File: config.mk
export PLATFORM = sky130hd
export DESIGN_NAME = elevator_scheduler_flat
export DESIGN_NICKNAME = d
export VERILOG_FILES = /design/src/rtl/elev_pkg.sv /design/src/rtl/elevator_scheduler_if.sv /design/src/rtl/call_latch.sv /design/src/rtl/elevator_scheduler.sv /design/src/flat_wrapper.sv
export SDC_FILE = /design/constraint.sdc
export NUM_CORES = 1
export LEC_CHECK = 0
export BUFFER_PORTS_ARGS = -buffer_cell sky130_fd_sc_hd__buf_2
export CAP_MARGIN = 40
export CORE_ASPECT_RATIO = 1.5
export CORE_MARGIN = 2
export CORE_UTILIZATION = 45
export DETAILED_ROUTE_END_ITERATION = 8
export PLACE_DENSITY_LB_ADDON = 0.12
export SETUP_SLACK_MARGIN = 0.15
export SYNTH_ARGS = -nofsm -noshare
export SYNTH_HDL_FRONTEND = slang
export SYNTH_SLANG_ARGS = --single-unit
File: constraint.sdc
create_clock -name clk -period 3.4 [get_ports clk]
set_input_delay 0.17 -clock clk [delete_from_list [all_inputs] [get_ports clk]]
set_output_delay 0.17 -clock clk [all_outputs]
set_load 0.05 [all_outputs]
File: src/rtl/elev_pkg.sv
// Shared types and helpers for the 3-floor elevator scheduler.
// Holds the state encoding, direction and floor codes, and the SCAN direction choice.
package elev_pkg;

    typedef enum logic [1:0] {
        IDLE = 2'b00,
        OPEN = 2'b01,
        MOVE = 2'b10
    } state_e;

    typedef logic [1:0] dir_t;
    typedef logic [1:0] floor_t;

    localparam dir_t DIR_NONE = 2'b00;
    localparam dir_t DIR_UP   = 2'b01;
    localparam dir_t DIR_DOWN = 2'b10;

    localparam floor_t FLOOR_1 = 2'b01;
    localparam floor_t FLOOR_2 = 2'b10;
    localparam floor_t FLOOR_3 = 2'b11;

    function automatic logic [2:0] floor_mask(input floor_t f);
        logic [2:0] m;
        case (f)
            FLOOR_1: m = 3'b001;
            FLOOR_2: m = 3'b010;
            FLOOR_3: m = 3'b100;
            default: m = 3'b000;
        endcase
        return m;
    endfunction

    // Keep heading while calls lie ahead, otherwise reverse; with no heading the
    // nearest call wins and the floor-2 tie resolves upward.
    function automatic dir_t scan_dir(input floor_t cur, input logic [2:0] calls, input dir_t heading);
        logic above;
        logic below;
        dir_t nd;
        above = (cur == FLOOR_1) ? (calls[1] | calls[2]) : ((cur == FLOOR_2) ? calls[2] : 1'b0);
        below = (cur == FLOOR_3) ? (calls[0] | calls[1]) : ((cur == FLOOR_2) ? calls[0] : 1'b0);
        if (heading == DIR_DOWN) begin
            nd = below ? DIR_DOWN : (above ? DIR_UP : DIR_NONE);
        end else begin
            nd = above ? DIR_UP : (below ? DIR_DOWN : DIR_NONE);
        end
        return nd;
    endfunction

endpackage

File: src/rtl/elevator_scheduler_if.sv
// Call-switch, tick and alarm inputs plus car status outputs of the elevator scheduler.
// The master side drives stimulus; the scheduler is the slave.
interface elevator_scheduler_if;
    logic       step;
    logic       CH1;
    logic       CH2;
    logic       CH3;
    logic       alarm;
    logic [1:0] floor;
    logic [1:0] dir;
    logic       door_open;
    logic [2:0] pending;
    logic       busy;

    modport master (
        output step, CH1, CH2, CH3, alarm,
        input  floor, dir, door_open, pending, busy
    );

    modport slave (
        input  step, CH1, CH2, CH3, alarm,
        output floor, dir, door_open, pending, busy
    );
endinterface

File: src/rtl/call_latch.sv
// Synchronises the three call switches, detects rising edges and keeps the pending
// call register; a clear always beats a set on the same bit.
module call_latch (
    input  logic       clk,
    input  logic       reset,
    input  logic [2:0] ch,
    input  logic [2:0] set_block,
    input  logic [2:0] clr,
    output logic [2:0] call_edge,
    output logic [2:0] pending
);
    logic [2:0] sync1_q;
    logic [2:0] sync2_q;
    logic [2:0] prev_q;
    logic [2:0] pending_q;
    logic [2:0] pending_d;

    assign call_edge = sync2_q & ~prev_q;
    assign pending   = pending_q;

    always_comb begin
        pending_d = (pending_q | (call_edge & ~set_block)) & ~clr;
    end

    // NOTE: sequential state uses non-blocking assignments so every flop samples pre-edge values.
    always_ff @(posedge clk or negedge reset) begin
        if (!reset) begin
            sync1_q   <= '0;
            sync2_q   <= '0;
            prev_q    <= '0;
            pending_q <= '0;
        end else begin
            sync1_q   <= ch;
            sync2_q   <= sync1_q;
            prev_q    <= sync2_q;
            pending_q <= pending_d;
        end
    end
endmodule

File: src/rtl/elevator_scheduler.sv
// SCAN scheduler for a 3-floor car: step-paced FSM with door and travel timers.
// Call capture lives in call_latch; all outputs come straight from flops.
module elevator_scheduler
    import elev_pkg::*;
#(
    parameter int     DOOR_TICKS  = 3,
    parameter int     MOVE_TICKS  = 2,
    parameter floor_t RESET_FLOOR = FLOOR_1
) (
    input logic                 clk,
    input logic                 reset,
    elevator_scheduler_if.slave bus
);
    localparam int MAX_TICKS = (DOOR_TICKS > MOVE_TICKS) ? DOOR_TICKS : MOVE_TICKS;
    localparam int TW        = $clog2(MAX_TICKS + 1);
    typedef logic [TW-1:0] tick_t;
    localparam tick_t DOOR_LOAD = tick_t'(DOOR_TICKS);
    localparam tick_t MOVE_LOAD = tick_t'(MOVE_TICKS);
    localparam tick_t ONE       = tick_t'(1);

    state_e     state_q, state_d;
    floor_t     floor_q, floor_d;
    dir_t       dir_q, dir_d;
    tick_t      door_q, door_d;
    tick_t      move_q, move_d;
    logic       door_open_q, door_open_d;
    logic       busy_q, busy_d;
    logic [2:0] pend;
    logic [2:0] cedge;
    logic [2:0] clr;
    logic [2:0] cur_mask;
    logic [2:0] arr_mask;
    dir_t       nd;

    call_latch u_calls (
        .clk       (clk),
        .reset     (reset),
        .ch        ({bus.CH3, bus.CH2, bus.CH1}),
        .set_block ((state_q == OPEN) ? cur_mask : 3'b000),
        .clr       (clr),
        .call_edge (cedge),
        .pending   (pend)
    );

    // NOTE: every variable gets a default first so no path leaves it unassigned (no latches).
    always_comb begin
        state_d  = state_q;
        floor_d  = floor_q;
        dir_d    = dir_q;
        door_d   = door_q;
        move_d   = move_q;
        clr      = 3'b000;
        cur_mask = floor_mask(floor_q);
        arr_mask = 3'b000;
        nd       = DIR_NONE;
        case (state_q)
            IDLE: if (bus.step) begin
                if ((pend & cur_mask) != 3'b000) begin
                    state_d = OPEN;
                    clr     = cur_mask;
                    door_d  = DOOR_LOAD;
                end else begin
                    nd      = scan_dir(floor_q, pend, DIR_NONE);
                    dir_d   = nd;
                    if (nd != DIR_NONE) begin
                        state_d = MOVE;
                        move_d  = MOVE_LOAD;
                    end
                end
            end
            OPEN: begin
                // A fresh call for this floor keeps the door open instead of queuing.
                if ((cedge & cur_mask) != 3'b000) begin
                    door_d = DOOR_LOAD;
                end else if (bus.step) begin
                    if (bus.alarm) begin
                        door_d = DOOR_LOAD;
                    end else if (door_q <= ONE) begin
                        door_d = '0;
                        nd     = scan_dir(floor_q, pend, dir_q);
                        dir_d  = nd;
                        if (nd != DIR_NONE) begin
                            state_d = MOVE;
                            move_d  = MOVE_LOAD;
                        end else begin
                            state_d = IDLE;
                        end
                    end else begin
                        door_d = door_q - ONE;
                    end
                end
            end
            MOVE: if (bus.step) begin
                if (move_q <= ONE) begin
                    if (dir_q == DIR_UP && floor_q != FLOOR_3) begin
                        floor_d = floor_q + 2'd1;
                    end else if (dir_q == DIR_DOWN && floor_q != FLOOR_1) begin
                        floor_d = floor_q - 2'd1;
                    end
                    arr_mask = floor_mask(floor_d);
                    if ((pend & arr_mask) != 3'b000) begin
                        state_d = OPEN;
                        clr     = arr_mask;
                        door_d  = DOOR_LOAD;
                        move_d  = '0;
                    end else begin
                        move_d  = MOVE_LOAD;
                    end
                end else begin
                    move_d = move_q - ONE;
                end
            end
            default: state_d = IDLE;
        endcase
        door_open_d = (state_d == OPEN);
        busy_d      = (state_d != IDLE);
    end

    always_ff @(posedge clk or negedge reset) begin
        if (!reset) begin
            state_q     <= IDLE;
            floor_q     <= RESET_FLOOR;
            dir_q       <= DIR_NONE;
            door_q      <= '0;
            move_q      <= '0;
            door_open_q <= 1'b0;
            busy_q      <= 1'b0;
        end else begin
            state_q     <= state_d;
            floor_q     <= floor_d;
            dir_q       <= dir_d;
            door_q      <= door_d;
            move_q      <= move_d;
            door_open_q <= door_open_d;
            busy_q      <= busy_d;
        end
    end

    assign bus.floor     = floor_q;
    assign bus.dir       = dir_q;
    assign bus.door_open = door_open_q;
    assign bus.pending   = pend;
    assign bus.busy      = busy_q;

    a_floor_sat: assert property (@(posedge clk) disable iff (!reset)
        (state_q == MOVE) |-> !((dir_q == DIR_UP && floor_q == FLOOR_3) ||
                                (dir_q == DIR_DOWN && floor_q == FLOOR_1)));
endmodule

File: src/flat_wrapper.sv
// flat-port wrapper written by rule: the top's interface ports become plain ports
module elevator_scheduler_flat import elev_pkg::*;
#(
    parameter int     DOOR_TICKS  = 3,
    parameter int     MOVE_TICKS  = 2,
    parameter floor_t RESET_FLOOR = FLOOR_1
)
  (clk, reset, bus_step, bus_CH1, bus_CH2, bus_CH3, bus_alarm, bus_floor, bus_dir, bus_door_open, bus_pending, bus_busy);
  elevator_scheduler_if bus_i ();
  input logic clk;
  input logic reset;
  input wire logic [$bits(bus_i.step)-1:0] bus_step;
  input wire logic [$bits(bus_i.CH1)-1:0] bus_CH1;
  input wire logic [$bits(bus_i.CH2)-1:0] bus_CH2;
  input wire logic [$bits(bus_i.CH3)-1:0] bus_CH3;
  input wire logic [$bits(bus_i.alarm)-1:0] bus_alarm;
  output wire logic [$bits(bus_i.floor)-1:0] bus_floor;
  output wire logic [$bits(bus_i.dir)-1:0] bus_dir;
  output wire logic [$bits(bus_i.door_open)-1:0] bus_door_open;
  output wire logic [$bits(bus_i.pending)-1:0] bus_pending;
  output wire logic [$bits(bus_i.busy)-1:0] bus_busy;
  assign bus_i.step = bus_step;
  assign bus_i.CH1 = bus_CH1;
  assign bus_i.CH2 = bus_CH2;
  assign bus_i.CH3 = bus_CH3;
  assign bus_i.alarm = bus_alarm;
  assign bus_floor = bus_i.floor;
  assign bus_dir = bus_i.dir;
  assign bus_door_open = bus_i.door_open;
  assign bus_pending = bus_i.pending;
  assign bus_busy = bus_i.busy;
  elevator_scheduler #(.DOOR_TICKS(DOOR_TICKS), .MOVE_TICKS(MOVE_TICKS), .RESET_FLOOR(RESET_FLOOR)) u_core (.clk(clk), .reset(reset), .bus(bus_i));
endmodule
==> metrics.md, run 1 <==
| Metric | Value |
|---|---|
| Slowest cell on crit path | sky130_fd_sc_hd__dfstp_2 |
| Die area | 3550 µm² |
| Nets in the synthesized netlist | 158 |
| Clock Sinks | 24 |
| Total of buffers placed on input and output ports | 15 |
| Fraction of final layout cells sized beyond drive strength 1 | 17.2% |
| Overall via count from detail_route | 1,180 |
| Global-route total usage across every layer | 19.4% |
| Cell type with the highest aggregate area in the netlist | sky130_fd_sc_hd__dfrtp_1 |
| Setup repair after global routing missed its margin | false |
| Final wirelength | 3110 µm |
| IO Pins | 16 |
| Highest achievable clock rate | 0.398 GHz |
| Count of flip-flops with a built-in enable after synthesis | 0 |
| Die H | 72.0 µm |
| Pin count of the biggest net entering global routing | 25 |
| Fraction of synthesized area in multiplexers | 1.53% |
| Share of synthesized flip-flops with an asynchronous set or reset | 100% |
| Power per cell area | 1140 nW/µm² |
| Max Fanout on Critical Path | 9 |
| Family with the most delay on the worst path | compound AO/OA/AOI/OAI gates |
| Slew Limit Headroom | 64.2% |
| Post-route setup TNS | 0 ns |
| Critical path data arrival time | 2.67 ns |
| Grt total ovfl | 0 |
| Num rows | 24 |
| Hold Worst Slack | 0.00407 ns |
| Cells along the critical path | inv_1, ha_1, a222oi_1, and2_1, o311ai_1, a21oi_2, mux2_2 |
| Via density | 5.84 |
| Leakage power | 0.690 nW |
| CP Data Required Time | 3.56 ns |
| Leading register cell type out of synthesis | sky130_fd_sc_hd__dfrtp_1 |
| Placed wire-length estimate after detailed placement | 2310 µm |
| H-tree depth | 1 |
| Share of synthesized cell area in and, or, nand and nor gates | 19.8% |
| Max stage delay on crit path | 0.63 ns |
| Cells taking the most area after synthesis | sky130_fd_sc_hd__dfrtp_1, sky130_fd_sc_hd__ha_1, sky130_fd_sc_hd__nand2_1 |
| Number of unique standard cell types used by synthesis | 46 |
| Antenna diodes | 0 |
| DRC | 0 |
| Maximum vdd ir drop | 0.672 mV |
| Post-synthesis cell area | 1390 µm² |
| Net total in the final layout | 176 |
| Number of endpoints failing setup at the final stage | 0 |
| Number of buffers inserted to repair setup after CTS | 0 |
| Actual transition at the worst max-transition pin | 0.537 ns |
| Adder and majority gate portion of the synthesized area | 4.51% |
| Number of synthesis warnings | 0 |
| Worst path bufs/invs | 1 |
| Area of the core region | 2910 µm² |
| Synth top area share | 41.5% |
| Drt first-iter violations | 43 |
| Remaining number of nets flagged by the antenna check after routing | 0 |
| Combinational family with the most area after synthesis | compound AO/OA/AOI/OAI gates |
| Cell chosen for the clock root | sky130_fd_sc_hd__clkbuf_8 |
| Placer congestion estimate | 0.869 |
| Slew Limit Fails | 0 |
| Max Root-Sink Buffers | 2 |
| Max-Cap Viols | 0 |
| Cts bufs inserted | 3 |
| Outcome | finished, final reports clean |
| Kind of critical path | reg -> reg |
| Via count of the first global-routing pass | 1,151 |
| Initial DRT Pass Iterations | 4 |
| Fraction of the yosys area taken by sequential cells | 43.4% |
| Area growth from synthesis to final layout | 14.0% |
| Syn Inst Count | 146 |
| Clock tree skew after final layout | 0.00429 ns |
| Overall power after layout | 1.81 mW |
| Number of antenna violations at the first check in global routing | 0 |
| Area fraction in compound gates after synthesis | 25.6% |
| Post-layout min period | 2.51 ns |
| Share of the synthesized netlist area taken by xor and xnor gates | 1.26% |
| Die X-Extent | 49.3 µm |
| Fraction of the cycle the final worst path needs | 73.8% |
| Number of hold violations in the final report | 0 |
| Number of synthesized register bits | 24 |
| Later-pin clock latency in the skew report | 0.27 ns |
| Worst Setup End Kind | register |
| Clock edge transition at the registers on the reported setup and hold paths | 0.09 ns |
| Wire length of the first global-routing pass | 5420 µm |
| Element type at the critical path start | register |
| Starting Density | 47.6% |
| Synthesized area per cell | 9.50 µm² |
| Hold/Removal Path Class | in -> reg |
| Mean routed wirelength per cell | 15.4 µm |
| TritonCTS clock tree | done |
layout by cell type (no fill, tap or decap), drive strengths merged, types with 4 or more instances in the layout:
cell type / netlist / routed
dfrtp: 23 / 23
nor2: 16 / 16
nand2: 15 / 15
buf: 4 / 15
o21ai: 10 / 10
nor3: 9 / 9
a21oi: 8 / 8
inv: 6 / 6
ha: 5 / 5
nand3: 4 / 4
and3b: 4 / 4
a31oi: 4 / 4
repair_timing:
item                                   in CTS  in global routing
hold buffers                                3                  0
gates resized for setup                     0                  0
endpoints found under the hold margin      25                  0
power by group:
part	internal (mW)	switching [mW]	total [mW]	leakage, nW
clock network	0.158	0.0970	0.255	0.0357
logic	0.380	0.660	1.04	0.380
registers	0.376	0.139	0.515	0.275
registers in the layout (all words and copies together), names as in the netlist:
register,cells
u_core.door_q,2
u_core.bus.floor,2
u_core.move_q,2
u_core.u_calls.prev_q,3
u_core.u_calls.pending,3
u_core.u_calls.sync1_q,3
u_core.state_q,2
u_core.bus.busy,1
u_core.u_calls.sync2_q,3
u_core.bus.dir,2
u_core.bus.door_open,1
path summary, 6_finish.rpt:
check	startpoint	endpoint	slack (ns)	cells after the start
max in group asynchronous	reset	u_core.bus.floor[0]$_DFFE_PN1P_	2.63	2
worst max register to register	u_core.bus.floor[0]$_DFFE_PN1P_	u_core.move_q[0]$_DFFE_PN0P_	0.89	7
worst min-delay path	bus_CH2	u_core.u_calls.sync1_q[1]$_DFF_PN0_	0.004	1
worst min register to register	u_core.u_calls.sync1_q[1]$_DFF_PN0_	u_core.u_calls.sync2_q[1]$_DFF_PN0_	0.36	0
worst max-delay path	u_core.bus.floor[0]$_DFFE_PN1P_	u_core.move_q[0]$_DFFE_PN0P_	0.89	7
min in group asynchronous	reset	u_core.door_q[1]$_DFFE_PN0P_	0.40	2
per-layer routing:
layer	part of all wire, %	vias up	track usage, %
met2	51	43	35.4
li1	-	560	-
met1	43	572	23.3
met3	4.7	5	2.06
met5	0	-	0
met4	1.2	0	6.98
worst reg2reg max path, cell delays in order, from the launching register on:
cell and delay, ns:
sky130_fd_sc_hd__dfstp_2 0.63, sky130_fd_sc_hd__inv_1 0.12, sky130_fd_sc_hd__ha_1 0.28, sky130_fd_sc_hd__a222oi_1 0.47
sky130_fd_sc_hd__and2_1 0.25, sky130_fd_sc_hd__o311ai_1 0.13, sky130_fd_sc_hd__a21oi_2 0.18, sky130_fd_sc_hd__mux2_2 0.36
final cells by class:
type / count / area, µm²
sequential: 24 / 602
multi-input combinational: 111 / 732
fill: 276 / 1330
clock inverter: 1 / 30.0
inverter: 6 / 22.5
tap: 39 / 48.8
timing repair buffer: 18 / 105
clock buffer: 3 / 41.3
cells in the mapped netlist, types with 3 or more instances:
library cell,count
sky130_fd_sc_hd__a21oi_1,6
sky130_fd_sc_hd__a31oi_1,3
sky130_fd_sc_hd__and3b_1,4
sky130_fd_sc_hd__buf_2,3
sky130_fd_sc_hd__dfrtp_1,23
sky130_fd_sc_hd__ha_1,5
sky130_fd_sc_hd__inv_1,6
sky130_fd_sc_hd__nand2_1,15
sky130_fd_sc_hd__nand3_1,4
sky130_fd_sc_hd__nor2_1,15
sky130_fd_sc_hd__nor2b_1,3
sky130_fd_sc_hd__nor3_1,9
sky130_fd_sc_hd__o21ai_0,9
logic make-up (layout without fill, tap and decap cells):
kind of cell / Yosys count / in the layout
xor+xnor: 2 / 2
simple gates: 57 / 57
mux: 2 / 2
flops: 24 / 24
compound gates: 45 / 45
buf+inv: 11 / 28
fa+ha+maj: 5 / 5
through the flow:
stage | cell area (µm²) | cells | util, % | setup slack, ns
2_1_floorplan | 1390 | 146 | - | 0.897
3_3_place_gp | 1480 | 195 | 50.8 | 1.01
3_5_place_dp | 1480 | 195 | 50.8 | 0.939
4_1_cts | 1580 | 202 | 54.3 | 0.925
5_1_grt | 1580 | 202 | 54.3 | 0.734
6_report | 1580 | 202 | 54.3 | 0.890
Note: power is estimated with default switching activity, not from simulation.
==> inputs of run 2 (changes only) <==
==> constraint.sdc (replaced) <==
create_clock -name clk -period 2.4 [get_ports clk]
set_input_delay 0.12 -clock clk [delete_from_list [all_inputs] [get_ports clk]]
set_output_delay 0.12 -clock clk [all_outputs]
set_load 0.05 [all_outputs]
==> metrics.md, run 2 (synthesis results as in run 1) <==
| Metric | Value |
|---|---|
| Number of antenna violations at the first check in global routing | 0 (unchanged) |
| Pin count of the biggest net entering global routing | 25 (unchanged) |
| Net switching fraction of the power | 47.4% (-2.1 points) |
| Outcome | finished, final reports clean |
| Most frequent cells in the layout | sky130_fd_sc_hd__dfrtp_1, sky130_fd_sc_hd__nand2_1, sky130_fd_sc_hd__buf_2, sky130_fd_sc_hd__nor2_1, sky130_fd_sc_hd__buf_4 |
| Via count of the first global-routing pass | 1,230 (+6.9%) |
| Placer congestion estimate | 0.876 (+0.77%) |
| Number of placed instances with taps included | 200 (+2.6%) |
| Kind of critical path | reg -> reg |
| Final wirelength | 3450 µm (+11%) |
| Worst path bufs/invs | 0 (-1) |
| Setup repair after global routing missed its margin | true |
| Antenna diodes | 0 (unchanged) |
| Overall via count from detail_route | 1,249 (+5.8%) |
| Fraction of the cycle the final worst path needs | 95.3% (+21 points) |
| Number of endpoints failing setup at the final stage | 0 (unchanged) |
| Psw | 1.40 mW (+56%) |
| Later-pin clock latency in the skew report | 0.28 ns (about the same) |
| Max stage delay on crit path | 0.69 ns (+0.06 ns) |
| TritonCTS clock tree | done |
| Placed wire-length estimate after detailed placement | 2460 µm (+6.5%) |
| Most common cell after layout, fill and taps aside | sky130_fd_sc_hd__dfrtp_1 |
| Register share of total power | 25.1% (-3.4 points) |
| Highest achievable clock rate | 0.437 GHz (+9.8%) |
| Initial DRT Pass Iterations | 4 (unchanged) |
| Wire length of the first global-routing pass | 5510 µm (+1.7%) |
| Max Root-Sink Buffers | 2 (unchanged) |
| Critical path data arrival time | 2.44 ns (-0.23 ns) |
| Mean routed wirelength per cell | 16.0 µm (+3.5%) |
| Number of hold violations in the final report | 0 (unchanged) |
| Clock Sinks | 24 (unchanged) |
| Element type at the critical path start | register |
| Internal power | 1.55 mW (+69%) |
| Global-route total usage across every layer | 20.3% (+0.95 points) |
| CP Data Required Time | 2.56 ns (-1.00 ns) |
| Worst Setup End Kind | register |
| Drt first-iter violations | 54 (+26%) |
| Placement Cell Area | 1560 µm² (+5.1%) |
| Actual transition at the worst max-transition pin | 0.523 ns (-0.0137 ns) |
| Leakage power | 0.758 nW (+9.8%) |
| H-tree depth | 1 (unchanged) |
| Die area | 3550 µm² (unchanged) |
| Fraction of final layout cells sized beyond drive strength 1 | 29.9% (+13 points) |
| Slowest cell on crit path | sky130_fd_sc_hd__dfstp_4 |
| Slew Limit Fails | 0 (unchanged) |
| Cts bufs inserted | 3 (unchanged) |
| Maximum vdd ir drop | 1.07 mV (+59%) |
| Max Fanout on Critical Path | 8 (-1) |
| Family with the most delay on the worst path | compound AO/OA/AOI/OAI gates |
| Hold/Removal Path Class | in -> reg |
| Slew Limit Headroom | 65.1% (+0.91 points) |
| Grt total ovfl | 0 (unchanged) |
| Starting Density | 47.6% (unchanged) |
| Clock tree skew after final layout | 0.00915 ns (+0.00485 ns) |
| Area of the core region | 2910 µm² (unchanged) |
| Cells along the critical path | ha_2, nor2_1, a22oi_2, a21o_1, a31oi_4, a31o_1, a221o_1 |
| Die H | 72.0 µm (unchanged) |
| Num rows | 24 (unchanged) |
| Area growth from synthesis to final layout | 26.8% |
| Net total in the final layout | 190 (+8.0%) |
| Remaining number of nets flagged by the antenna check after routing | 0 (unchanged) |
| Via density | 5.78 (-1.0%) |
| IO Pins | 16 (unchanged) |
| Post-route setup TNS | 0 ns (unchanged) |
| Logic pwr share | 62.7% (+5.2 points) |
| DRC | 0 (unchanged) |
| Die X-Extent | 49.3 µm (unchanged) |
| Final std cell area, no fill | 1760 µm² (+11%) |
| Total of buffers placed on input and output ports | 15 (unchanged) |
| Post-layout min period | 2.29 ns (-0.223 ns) |
| Core occupancy in the finished layout | 60.4% (+6.1 points) |
| Final non-filler cell total | 216 (+6.9%) |
| Power per cell area | 1670 nW/µm² (+46%) |
| Cell chosen for the clock root | sky130_fd_sc_hd__clkbuf_8 |
| Max-Cap Viols | 0 (unchanged) |
| Power share of the clock group | 12.2% (-1.9 points) |
| Clock edge transition at the registers on the reported setup and hold paths | 0.09 ns (about the same) |
## run 2: cell count changes in the layout (fill, tap and decap cells not counted), moves of 2 or more
| cell | previous run | this run |
|---|---|---|
| sky130_fd_sc_hd__nor2_2 | 1 | 3 |
| sky130_fd_sc_hd__buf_4 | 0 | 13 |
| sky130_fd_sc_hd__ha_2 | 0 | 2 |
| sky130_fd_sc_hd__ha_1 | 5 | 2 |
| sky130_fd_sc_hd__nor2_1 | 15 | 13 |
| sky130_fd_sc_hd__o21ai_1 | 1 | 4 |
| sky130_fd_sc_hd__o21ai_0 | 9 | 6 |
## run 2: layout make-up
type	instances	area, µm²
clock inverters	1	30.0
flip-flops and latches	24	609
fillers	263	1150
inverters	6	27.5
multi-input cells	111	790
well taps	39	48.8
repair buffers	32	213
clock buffers	3	41.3
## run 2: metrics by stage
step / power [mW] / setup WS, ns / hold slack [ns]
4_1_cts: 2.75 / 0.127 / 0.262
5_1_grt: 3.14 / -0.0544 / 0.304
3_3_place_gp: 2.31 / 0.0229 / 0.124
6_report: 2.94 / 0.113 / 0.267
2_1_floorplan: 1.94 / 0.104 / -0.176
3_5_place_dp: 2.34 / 0.0286 / 0.126
## run 2: final timing paths
kind | from | end | slack [ns] | cells past startpoint
max | u_core.bus.floor[0]$_DFFE_PN1P_ | u_core.state_q[0]$_DFF_PN0_ | 0.11 | 7
min | bus_step | u_core.bus.busy$_DFF_PN0_ | 0.27 | 3
max reg2reg | u_core.bus.floor[0]$_DFFE_PN1P_ | u_core.state_q[0]$_DFF_PN0_ | 0.11 | 7
min reg2reg | u_core.u_calls.sync1_q[2]$_DFF_PN0_ | u_core.u_calls.sync2_q[2]$_DFF_PN0_ | 0.35 | 0
max in group asynchronous | reset | u_core.bus.floor[1]$_DFFE_PN0P_ | 1.66 | 2
min in group asynchronous | reset | u_core.u_calls.prev_q[1]$_DFF_PN0_ | 0.35 | 2
## run 2: timing repair
action                                  4_1_cts  5_1_grt
hold endpoints to repair                     26        0
endpoints found under the setup margin        9       10
buffers inserted                              3        5
hold buffers                                  4        0
resized for setup                             2       10
pin swaps                                     1        5
## run 2: tightest hold or removal path, stage by stage
cell and delay [ns]:
sky130_fd_sc_hd__buf_2 0.17, sky130_fd_sc_hd__a211oi_1 0.09, sky130_fd_sc_hd__a21oi_1 0.11
## run 2: metal layers
metal	share of wire [%]	track usage [%]	vias to the layer above
li1	-	-	590
met1	42	23.1	610
met2	51	37.1	36
met3	2.7	1.85	13
met4	4.1	11.1	0
met5	0	0	-
## run 2: power groups by stage
| stage | sequential, mW | clock (mW) | combinational, mW |
|---|---|---|---|
| final | 0.738 | 0.358 | 1.85 |
| after global placement | 0.732 | 0 | 1.57 |
| after detailed placement | 0.741 | 0 | 1.60 |
| after global routing | 0.759 | 0.385 | 2.00 |
| after CTS | 0.732 | 0.359 | 1.66 |
| after floorplan | 0.886 | 0 | 1.06 |
==> inputs of run 3 (changes only) <==
--- a/config.mk
+++ b/config.mk
@@ -9,7 +9,7 @@
 export CAP_MARGIN = 40
 export CORE_ASPECT_RATIO = 1.5
 export CORE_MARGIN = 2
-export CORE_UTILIZATION = 45
+export CORE_UTILIZATION = 35
 export DETAILED_ROUTE_END_ITERATION = 8
 export PLACE_DENSITY_LB_ADDON = 0.12
 export SETUP_SLACK_MARGIN = 0.15
==> metrics.md, run 3 (synthesis results as in run 1) <==
| Metric | Value |
|---|---|
| Via count of the first global-routing pass | 1,263 (+2.7%) |
| Highest achievable clock rate | 0.436 GHz (-0.38%) |
| Clock edge transition at the registers on the reported setup and hold paths | 0.09 ns (about the same) |
| Number of hold violations in the final report | 0 (unchanged) |
| IO Pins | 16 (unchanged) |
| Global-route total usage across every layer | 16.5% (-3.9 points) |
| Initial DRT Pass Iterations | 4 (unchanged) |
| Max Root-Sink Buffers | 2 (unchanged) |
| Grt total ovfl | 0 (unchanged) |
| Leakage power | 0.801 nW (+5.7%) |
| Slew Limit Fails | 0 (unchanged) |
| Clock tree skew after final layout | 0.00558 ns (-0.00357 ns) |
| H-tree depth | 1 (unchanged) |
| Hold/Removal Path Class | in -> reg |
| Area growth from synthesis to final layout | 32.7% |
| Die H | 81.1 µm (+13%) |
| Wire length of the first global-routing pass | 5870 µm (+6.6%) |
| CP Data Required Time | 2.56 ns (about the same) |
| Most frequent cells in the layout | sky130_fd_sc_hd__dfrtp_1, sky130_fd_sc_hd__buf_4, sky130_fd_sc_hd__nand2_1, sky130_fd_sc_hd__buf_2, sky130_fd_sc_hd__nor2_1 |
| Power per cell area | 1710 nW/µm² (+2.3%) |
| Logic pwr share | 65.9% (+3.2 points) |
| Power share of the clock group | 11.2% (-1.0 points) |
| Net switching fraction of the power | 45.7% (-1.7 points) |
| Most common cell after layout, fill and taps aside | sky130_fd_sc_hd__dfrtp_1 |
| Placer congestion estimate | 0.795 (-9.3%) |
| Antenna diodes | 0 (unchanged) |
| Mean routed wirelength per cell | 15.4 µm (-3.5%) |
| Cts bufs inserted | 3 (unchanged) |
| Psw | 1.44 mW (+3.2%) |
| Via density | 5.59 (-3.3%) |
| TritonCTS clock tree | done |
| Remaining number of nets flagged by the antenna check after routing | 0 (unchanged) |
| Actual transition at the worst max-transition pin | 0.538 ns (+0.0150 ns) |
| DRC | 0 (unchanged) |
| Die area | 4490 µm² (+27%) |
| Outcome | finished, final reports clean |
| Max-Cap Viols | 0 (unchanged) |
| Setup repair after global routing missed its margin | true |
| Overall power after layout | 3.15 mW (+7.1%) |
| Post-route setup TNS | 0 ns (unchanged) |
| Area of the core region | 3890 µm² (+34%) |
| Number of endpoints failing setup at the final stage | 0 (unchanged) |
| Kind of critical path | reg -> reg |
| Placed wire-length estimate after detailed placement | 2550 µm (+3.8%) |
| Max Fanout on Critical Path | 6 (-2) |
| Clock Sinks | 24 (unchanged) |
| Internal power | 1.71 mW (+11%) |
| Element type at the critical path start | register |
| Die X-Extent | 55.4 µm (+12%) |
| Pin count of the biggest net entering global routing | 25 (unchanged) |
| Starting Density | 35.7% (-12 points) |
| Final wirelength | 3510 µm (+1.9%) |
| Total of buffers placed on input and output ports | 15 (unchanged) |
| Post-layout min period | 2.30 ns (+0.00872 ns) |
| Worst Setup End Kind | register |
| Fraction of final layout cells sized beyond drive strength 1 | 32.8% (+2.8 points) |
| Num rows | 28 (+17%) |
| Later-pin clock latency in the skew report | 0.27 ns (about the same) |
| Slew Limit Headroom | 64.1% (-1.0 points) |
| Cell chosen for the clock root | sky130_fd_sc_hd__clkbuf_8 |
| Net total in the final layout | 196 (+3.2%) |
| Drt first-iter violations | 29 (-46%) |
| Register share of total power | 22.9% (-2.2 points) |
| Overall via count from detail_route | 1,275 (+2.1%) |
| Fraction of the cycle the final worst path needs | 95.7% (+0.36 points) |
| Maximum vdd ir drop | 1.09 mV (+2.6%) |
| Number of antenna violations at the first check in global routing | 0 (unchanged) |
| Critical path data arrival time | 2.46 ns (+0.02 ns) |
==> run 3: changes by cell type in the layout (fill, tap and decap cells not counted), sizes merged <==
cell  before  now
buf       28   34
==> run 3: layout make-up <==
cell class | instances | area [µm²]
Clock inverter | 1 | 30.0
Sequential cell | 24 | 609
Clock buffer | 3 | 41.3
Fill cell | 365 | 2050
Tap cell | 45 | 56.3
Timing Repair Buffer | 38 | 258
Inverter | 6 | 25.0
Multi-Input combinational cell | 111 | 822
==> run 3: routing by layer <==
metal | vias to the layer above | routed length, µm | GRT usage [%]
li1 | 601 | - | -
met1 | 622 | 1430 | 18.1
met2 | 34 | 1730 | 29.2
met3 | 18 | 117 | 1.59
met4 | 0 | 234 | 12.4
met5 | - | 0 | 0
==> run 3: stage by stage <==
| stage | utilization, % | area (µm²) | hold slack, ns | cells | setup WS, ns |
|---|---|---|---|---|---|
| 2_1_floorplan | - | 1430 | -0.176 | 146 | 0.104 |
| 3_3_place_gp | 40.4 | 1570 | 0.134 | 207 | 0.0722 |
| 3_5_place_dp | 40.4 | 1570 | 0.140 | 207 | 0.0423 |
| 4_1_cts | 44.0 | 1710 | 0.282 | 218 | 0.139 |
| 5_1_grt | 47.4 | 1840 | 0.310 | 228 | -0.00293 |
| 6_report | 47.4 | 1840 | 0.296 | 228 | 0.104 |
==> run 3: worst paths after layout <==
| kind | startpoint | endpoint | slack (ns) | cells past startpoint |
|---|---|---|---|---|
| worst max-delay path | u_core.bus.floor[0]$_DFFE_PN1P_ | u_core.bus.door_open$_DFF_PN0_ | 0.10 | 8 |
| worst min-delay path | bus_alarm | u_core.state_q[0]$_DFF_PN0_ | 0.30 | 4 |
| worst max register to register | u_core.bus.floor[0]$_DFFE_PN1P_ | u_core.bus.door_open$_DFF_PN0_ | 0.10 | 8 |
| worst min register to register | u_core.u_calls.sync1_q[1]$_DFF_PN0_ | u_core.u_calls.sync2_q[1]$_DFF_PN0_ | 0.35 | 0 |
| max in group asynchronous | reset | u_core.bus.floor[1]$_DFFE_PN0P_ | 1.63 | 2 |
| min in group asynchronous | reset | u_core.bus.busy$_DFF_PN0_ | 0.36 | 2 |
==> run 3: timing repair <==
item | CTS | global route
endpoints found under the hold margin | 26 | 0
endpoints found under the setup margin | 8 | 11
pin swaps | 2 | 6
gates resized for setup | 2 | 10
hold buffers | 4 | 0
buffers inserted | 3 | 10
==> run 3: power by group through the flow <==
stage	logic [mW]	clock network [mW]	registers, mW
final	2.08	0.354	0.721
after global routing	2.26	0.383	0.742
after CTS	1.71	0.371	0.724
after detailed placement	1.64	0	0.736
after global placement	1.64	0	0.727
after floorplan	1.06	0	0.886
==> run 3: critical path: stages (launching register included) <==
cell,delay (ns)
sky130_fd_sc_hd__dfstp_4,0.66
sky130_fd_sc_hd__buf_4,0.16
sky130_fd_sc_hd__ha_4,0.16
sky130_fd_sc_hd__nor2_2,0.05
sky130_fd_sc_hd__a22oi_2,0.32
sky130_fd_sc_hd__a21o_1,0.17
sky130_fd_sc_hd__a31oi_4,0.11
sky130_fd_sc_hd__a31o_4,0.24
sky130_fd_sc_hd__a221o_1,0.31
